**src/rtl/tx_pulser_ch.sv**
```systemverilog
// tx_pulser_ch: per-channel transmit beamformer.
// On fire, looks up the focal delay for the selected scan line in a local LUT, waits that many
// clocks, then drives a bipolar burst (pulse_p then pulse_n, num_cycles periods of
// 2*half_period clocks each) to the HV pulser.
//
// Ports:
//   clk, rst_n          clock, synchronous active-low reset
//   lut_addr/we/din     delay LUT write port (any state)
//   line_sel            scan line, sampled on an accepted fire
//   fire                one-clock start strobe (ignored unless idle)
//   abort               synchronous abort of the current transmit
//   num_cycles          burst length in full periods, sampled on fire
//   half_period         clocks per half period, sampled on fire
//   pulse_p, pulse_n    registered bipolar drive, never both high
//   tx_en               high from FETCH through the last pulse clock
//   tx_done             one-clock strobe after the last pulse clock
module tx_pulser_ch #(
    parameter int unsigned ADDR_WD = 7,
    parameter int unsigned DLY_WD  = 12,
    parameter int unsigned CYC_WD  = 4,
    parameter int unsigned HP_WD   = 8
) (
    input  logic               clk,
    input  logic               rst_n,
    input  logic [ADDR_WD-1:0] lut_addr,
    input  logic               lut_we,
    input  logic [DLY_WD-1:0]  lut_din,
    input  logic [ADDR_WD-1:0] line_sel,
    input  logic               fire,
    input  logic               abort,
    input  logic [CYC_WD-1:0]  num_cycles,
    input  logic [HP_WD-1:0]   half_period,
    output logic               pulse_p,
    output logic               pulse_n,
    output logic               tx_en,
    output logic               tx_done
);

    typedef enum logic [2:0] {StIdle, StFetch, StDelay, StPulse, StDone} state_e;

    state_e              state_q, state_d;
    logic [DLY_WD-1:0]   lut_mem [2**ADDR_WD];
    logic [DLY_WD-1:0]   rd_q;
    logic [CYC_WD-1:0]   nc_q, cyc_cnt_q, cyc_cnt_d;
    logic [HP_WD-1:0]    hp_q, hp_cnt_q, hp_cnt_d;
    logic [DLY_WD-1:0]   dly_cnt_q, dly_cnt_d;
    logic                phase_q, phase_d;  // 0: positive half, 1: negative half
    logic                start;
    logic                zero_burst;
    logic                pulse_p_d, pulse_n_d, tx_en_d, tx_done_d;

    assign start      = (state_q == StIdle) && fire && !abort;
    assign zero_burst = (nc_q == '0) || (hp_q == '0);

    // The LUT is read on the accepting fire edge, addressed straight from line_sel, so the data
    // is valid during FETCH. Any write landing in FETCH (same address included) therefore only
    // affects later fires. Contents survive reset.
    always_ff @(posedge clk) begin
        if (lut_we) begin
            lut_mem[lut_addr] <= lut_din;
        end
        if (start) begin
            rd_q <= lut_mem[line_sel];
        end
    end

    always_comb begin
        state_d   = state_q;
        dly_cnt_d = dly_cnt_q;
        hp_cnt_d  = hp_cnt_q;
        cyc_cnt_d = cyc_cnt_q;
        phase_d   = phase_q;

        unique case (state_q)
            StIdle: begin
                if (start) state_d = StFetch;
            end
            StFetch, StDelay: begin
                // Leaving FETCH with D=0, or DELAY on its last count, goes straight to the burst.
                if ((state_q == StFetch && rd_q == '0) ||
                    (state_q == StDelay && dly_cnt_q == DLY_WD'(1))) begin
                    if (zero_burst) begin
                        state_d = StDone;
                    end else begin
                        state_d   = StPulse;
                        hp_cnt_d  = hp_q;
                        cyc_cnt_d = nc_q;
                        phase_d   = 1'b0;
                    end
                end else if (state_q == StFetch) begin
                    state_d   = StDelay;
                    dly_cnt_d = rd_q;
                end else begin
                    dly_cnt_d = dly_cnt_q - DLY_WD'(1);
                end
            end
            StPulse: begin
                if (hp_cnt_q != HP_WD'(1)) begin
                    hp_cnt_d = hp_cnt_q - HP_WD'(1);
                end else if (!phase_q) begin
                    phase_d  = 1'b1;
                    hp_cnt_d = hp_q;
                end else if (cyc_cnt_q == CYC_WD'(1)) begin
                    state_d = StDone;
                end else begin
                    phase_d   = 1'b0;
                    hp_cnt_d  = hp_q;
                    cyc_cnt_d = cyc_cnt_q - CYC_WD'(1);
                end
            end
            StDone: begin
                state_d = StIdle;
            end
            default: begin
                state_d = StIdle;
            end
        endcase

        if (abort && state_q != StIdle) begin
            state_d = StIdle;
        end

        // Outputs are registered from the next state so they line up with it.
        pulse_p_d = (state_d == StPulse) && !phase_d;
        pulse_n_d = (state_d == StPulse) && phase_d;
        tx_en_d   = (state_d == StFetch) || (state_d == StDelay) || (state_d == StPulse);
        tx_done_d = (state_d == StDone);
    end

    always_ff @(posedge clk) begin
        if (!rst_n) begin
            state_q   <= StIdle;
            nc_q      <= '0;
            hp_q      <= '0;
            dly_cnt_q <= '0;
            hp_cnt_q  <= '0;
            cyc_cnt_q <= '0;
            phase_q   <= 1'b0;
            pulse_p   <= 1'b0;
            pulse_n   <= 1'b0;
            tx_en     <= 1'b0;
            tx_done   <= 1'b0;
        end else begin
            state_q   <= state_d;
            dly_cnt_q <= dly_cnt_d;
            hp_cnt_q  <= hp_cnt_d;
            cyc_cnt_q <= cyc_cnt_d;
            phase_q   <= phase_d;
            pulse_p   <= pulse_p_d;
            pulse_n   <= pulse_n_d;
            tx_en     <= tx_en_d;
            tx_done   <= tx_done_d;
            if (start) begin
                nc_q <= num_cycles;
                hp_q <= half_period;
            end
        end
    end

endmodule

```
**config.mk**
```make
export PLATFORM = sky130hd
export DESIGN_NAME = tx_pulser_ch
export DESIGN_NICKNAME = d
export VERILOG_FILES = /design/src/rtl/tx_pulser_ch.sv
export SDC_FILE = /design/constraint.sdc
export NUM_CORES = 1
export LEC_CHECK = 0
export BUFFER_PORTS_ARGS = -buffer_cell sky130_fd_sc_hd__buf_2
export CAP_MARGIN = 20
export CORE_MARGIN = 2
export CORE_UTILIZATION = 50
export DETAILED_ROUTE_END_ITERATION = 12
export PLACE_DENSITY = 0.68
export SLEW_MARGIN = 40
export SYNTH_ARGS = -nofsm -noshare
export SYNTH_HDL_FRONTEND = slang
export SYNTH_SLANG_ARGS = --single-unit
```
**constraint.sdc**
```tcl
create_clock -name clk -period 2.3 [get_ports clk]
set_input_delay 0.46 -clock clk [delete_from_list [all_inputs] [get_ports clk]]
set_output_delay 0.46 -clock clk [all_outputs]
set_load 0.03 [all_outputs]
```
; After elaboration in Yosys (flattened, before gate mapping)
; Memories as Yosys holds them, arrays and structs flattened. A register that Yosys moved wholly into a read port is not among the register bits.
; Index checks and enable logic that the tools add are counted.
; W data, S select, Z words.
[op_classes]
addsub = 3
eq_ne = 16
n_mux = 30
bitwise_logic = 1
reduce_logical = 23
[ops]
columns = operator, count
row1 = $mux W8, 5
row2 = $mux W3, 8
row3 = $mux W4, 5
row4 = $pmux W8 S2, 1
row5 = $eq A12 B1 Y1 const B, 1
row6 = $eq A3 B2 Y1 const B, 4
row7 = $logic_not A12 Y1, 1
row8 = $mux W12, 1
row9 = $sub A12 B1 Y12 const B, 1
row10 = $ne A2 B2 Y1 const B, 5
row11 = $pmux W3 S3, 1
row12 = $logic_not A8 Y1, 1
row13 = $ne A8 B1 Y1 const B, 1
row14 = $pmux W4 S2, 1
row15 = $sub A8 B1 Y8 const B, 1
row16 = $logic_and A1 B1 Y1, 7
row17 = $mux W1, 7
row18 = $eq A3 B1 Y1 const B, 2
row19 = $reduce_and A6 Y1, 1
row20 = $eq A4 B1 Y1 const B, 1
row21 = $logic_not A4 Y1, 1
row22 = $logic_or A1 B1 Y1, 4
row23 = $ne A4 B4 Y1 const B, 1
row24 = $reduce_and A4 Y1, 1
row25 = other kinds (10), 11
[word_totals]
regBits = 44
ramBits = 1536
memories = 1
[memory_table]
columns = memory, depth, width, read_ports, rd_ports_with_merged_regs, wr, line_no
row1 = lut_mem, 128, 12, 1, 1, 1, 42  ; logic [DLY_WD-1:0] lut_mem [2**ADDR_WD];

; Depth between registers and ports, before layout
[logic_depth]
ltp_word = 9
depth_mapped = 10
ltp_nobuf = 8

; Worst setup path before layout
; Ideal clock, no wire load.
[synth_timing]
kind = input to register
start = input lut_we
end = memory lut_mem[102][0] (enable)
setup_time_ns = 0.396
arrival_ns = 1.897
slack_ns = 0.007
stages = 3
path_buffers = 1
path_cell_list = clkbuf_1 nand4_1 nor3_1
[synth_between]
elab_chain_len = 2
[synth_rtl]
columns = element, line_no
row1 = "start, declared", 26  ; input logic lut_we,
row2 = $mux W1, 59  ; if (lut_we) begin
row3 = $mux W1 (not written as such), 60  ; lut_mem[lut_addr] <= lut_din;
row4 = "end, declared", 42
; No other way between the ends.

; Final worst setup path
[layout_timing]
start = register hp_cnt_q[1]
end = register hp_cnt_q[2]
[layout_between]
elab_chain_len = 3
word_cells_on_any_way = 6
cone_classes = add/sub (1) / eq/ne (2) / mux (2) / reduce/logical (1)
[layout_rtl]
columns = element, line_no
row1 = "start, declared", 45  ; logic [HP_WD-1:0] hp_q, hp_cnt_q, hp_cnt_d;
row2 = "start signal, assigned", 146  ; hp_cnt_q <= hp_cnt_d;
row3 = $sub A8 B1 Y8 or $ne A8 B1 Y1 (tied branches), "99, 98"
row4 = $mux W8 or $ne A4 B4 Y1 (tied branches), --
row5 = $pmux W8 S2 or $reduce_and A4 Y1 (tied branches), --
; Several ways; a longest one is shown, not always the timed one.
; A chain may end at the register's enable or synchronous reset.

==> results.md <==
Outcome:
- The flow ran to the end, and the final reports show no timing, DRC or antenna violations.

Placed design:
- After legalization and detailed placement, the total HPWL measured approximately 95 mm.
- The count of port buffers added during placement is 46.
- The post-place instance area is 67,100 sq um.
- The total instance count after detailed placement is slightly above 5,000.
- The global placement routability congestion is between 0.8 and 0.9.

Global routing:
- Entering global routing, the biggest net connects around 130 pins.
- The number of antenna violations at the first check in global routing is 6.
- The number of global-route vias before repair came to 33,000.
- The leftover overflow at the end of global routing is 0.
- The first global-routing pass estimated 219 mm of wire.
- The overall track demand over capacity in global routing is 0.239.

Synthesis:
- The post-synthesis sequential area ratio is 0.771.
- Yosys mapped a number of flops with a built-in enable equal to 1,548.
- The Yosys step of the flow raised 0 warnings.
- The commonest register cell after synthesis is edfxtp_1.
- The synthesized area is 61,500 sq um.
- The cell count after synthesis is around 3,100.
- Of the post-synthesis cell area, the dominant cell type holds 0.756.
- The cell taking the most area after synthesis is edfxtp_1.
- By count the netlist is led by edfxtp_1 (1,548), mux4_2 (288), nand2_1 (201).
- Yosys instantiated no cell more often than edfxtp_1.
- The async set-or-reset flop fraction in the synthesized netlist is 0.
- Sorting the synthesized cells by area gives the leading types as edfxtp_1 (76%), mux4_2 (11%), mux2i_1 (3.2%).
- A synthesized cell averages 19.6 sq um.
- Synthesis produced a netlist with a net count of 3,189.
- The flip-flop and latch count after synthesis is 1,592.
- The count of distinct cell types in the synthesized netlist is 59.

STA:
- The worst path needs 2.18 ns of the cycle, external delays included.
- The remaining max-slew budget at the tightest pin is 0.467.
- The final hold violation count is 0.
- The slew at the pin closest to its max-slew limit is ~0.80 ns.
- The total count of max-transition violations in the final report is 0.
- Adding up every negative setup slack in the final design gives 0 ns.
- On the final layout, the worst clock skew is 0.0245 ns.
- For this run, the top clock speed supported by timing is between 0.4 and 0.5 GHz.
- The final cycle utilization of the critical path is 0.949.
- Setup violations remaining at the end of the flow were counted as 0.

Clocking:
- TritonCTS built the clock tree.
- The number of clock buffers added by TritonCTS is about 160.
- The number of levels in the clock H-tree is 4.
- The number of buffers between clock root and the deepest sink is 3.
- Clock-pin slew was measured on the worst setup and hold paths at 0.06 ns.
- For the worst-skew pair, the clock arrives at the later sink with an insertion delay of 0.77 ns.
- CTS placed an instance of clkbuf_16 at the clock tree root.
- The clock drives 1,592 sinks.

Power:
- Of the total power, the share spent switching nets is 0.209.
- Of the total power, combinational logic draws 0.059.
- In this run the power spent charging and discharging nets is approximately 13 mW.
- The power per cell area is 837 nW/um^2.
- The worst-case IR drop observed on VDD is 0.000655 V.
- The share of total power dissipated in sequential elements is 0.531.
- The internal cell power is 47.8 mW.
- Of the total power, the clock network draws 0.410.
- Summed over all cells, the static leakage comes to 23.8 nW.

Detailed routing:
- For this run, design rule violations remaining after detail routing come to 0.
- The routed via count is 32,600.
- The wire length after detailed routing is between 100 and 150 mm.
- Dividing the detail-routed wire length by the instance count gives between 20 and 30 um.
- The via density per instance is 6.11.
- Once detail routing completed, the nets flagged for antenna violations numbered 0.
- The number of design-rule violations left by the first detailed-router iteration is 4,214.
- The number of detailed-routing iterations run before antenna repair is 6.

Flow run:
- Max-cap violations in this run came to 0.

Floorplanning:
- The total area inside the core boundary comes to 122,000 sq um.
- For this design the top-level I/O count stands at 47.
- The area of the die is between 100,000 and 150,000 sq um.
- For this configuration, the core starts out at a cell density of 0.504.
- Measured along the x axis, the die boundary spans approximately 350 um.
- The site row count is 128.
- The die is 355 um tall.

Setup path:
- The type of the setup path with the least slack is flip-flop to flip-flop.
- STA classifies the critical path startpoint as a flip-flop.
- In this run the worst path has a maximum fanout of 8.
- Data on the critical path arrives at its endpoint at 2.87 ns.
- STA puts the critical path data required time at 2.99 ns.
- The kind of capture point of the worst setup path is a flip-flop.

Min path:
- In this run the worst hold path is classified as primary input to flip-flop.

Layout:
- The filler cell count is 8,502.
- The core utilization of the finished layout is 0.593.
- The final design area excluding fillers is 72,200 sq um.
- In the final layout, the share of cells above drive strength 1 is 0.264.
- The final net count is 3,645.
- The layout overhead on the synthesized area is 17.5%.
- Leaving out filler cells and counting taps, the final layout contains ~5,300.
==> power by group through the flow <==
stage	clock network, mW	logic [mW]	registers, mW
6_report	24.8	3.55	32.1
5_1_grt	26.3	3.77	32.1
4_1_cts	25.1	3.55	32.1
3_5_place_dp	0	3.52	32.7
3_3_place_gp	0	3.42	32.7
2_1_floorplan	0	1.76	32.7
==> registers in the layout (all words and copies together), names as in the netlist <==
signal,flops
cyc_cnt_q,4
dly_cnt_q,12
hp_cnt_q,8
hp_q,8
lut_mem,1536
nc_q,4
phase_q,1
pulse_n,1
pulse_p,1
rd_q,12
state_q,3
tx_done,1
tx_en,1
==> metal layers <==
| layer | up-vias | share of wire | track usage |
|---|---|---|---|
| li1 | 13900 | - | - |
| met1 | 17000 | 0.41 | 0.337 |
| met2 | 1506 | 0.48 | 0.380 |
| met3 | 245 | 0.083 | 0.0446 |
| met4 | 6 | 0.029 | 0.0757 |
| met5 | - | 0.00024 | 0 |
==> layout by cell type (no fill, tap or decap), types with 44 or more instances in the layout <==
master and count:
dfxtp_1 44, nor2_1 149, mux2i_1 194, buf_12 76, a22oi_1 97, buf_4 354, a211oi_1 86, edfxtp_1 1548
o22ai_1 96, mux4_2 288, clkbuf_16 163, nand2_1 201
==> critical path, stage by stage (launching register included) <==
cell	delay (ns)
dfxtp_1	0.34
inv_1	0.10
ha_2	0.22
or3b_4	0.42
nor2_4	0.11
a31o_2	0.20
a21boi_4	0.30
buf_4	0.19
o21ai_0	0.07
a21oi_1	0.15
==> through the flow <==
stage	power [mW]	setup WS [ns]	hold WS [ns]
finish	60.4	0.118	0.110
global route	62.1	-0.00605	0.131
CTS	60.8	0.00644	0.0655
detailed placement	36.2	-0.548	0.470
global placement	36.1	-0.532	0.460
floorplan	34.4	0.00672	0.448
==> kinds of logic after synthesis <==
kind of cell             after synthesis  share of synthesized area
flip-flops                          1592                      0.771
buffers and inverters                190                     0.0131
AND/OR/NAND/NOR                      498                     0.0358
multiplexers                         482                      0.137
XOR/XNOR                               3                   0.000428
adder cells (fa/ha/maj)                6                    0.00122
AO/OA/AOI/OAI                        369                     0.0418
==> path summary, 6_finish.rpt <==
path | from | end | slack [ns] | cells past startpoint
hold reg to reg | cyc_cnt_q[1] | cyc_cnt_q[1] | 0.48 | 2
setup / recovery | hp_cnt_q[1] | hp_cnt_q[2] | 0.12 | 9
hold / removal | abort | tx_done | 0.11 | 4
setup reg to reg | hp_cnt_q[1] | hp_cnt_q[2] | 0.12 | 9
==> layout make-up <==
type,instances,area [sq um],share of cell area
flip-flops and latches,1592,47400,0.656
multi-input cells,1358,13400,0.185
repair buffers,476,4490,0.0621
clock buffers,201,4220,0.0584
well taps,1625,2030,0.0281
clock inverters,75,717,0.00992
inverters,11,41.3,0.000572
diodes,4,10.0,0.000139
==> what timing repair did <==
| action | 4_1_cts | 5_1_grt |
|---|---|---|
| gates resized for setup | 0 | 5 |
| buffers inserted | 0 | 3 |
| endpoints found under the setup margin | 0 | 10 |
| hold buffers | 12 | 0 |
| hold endpoints to repair | 12 | 0 |
Power figures use the tool's default switching activity.
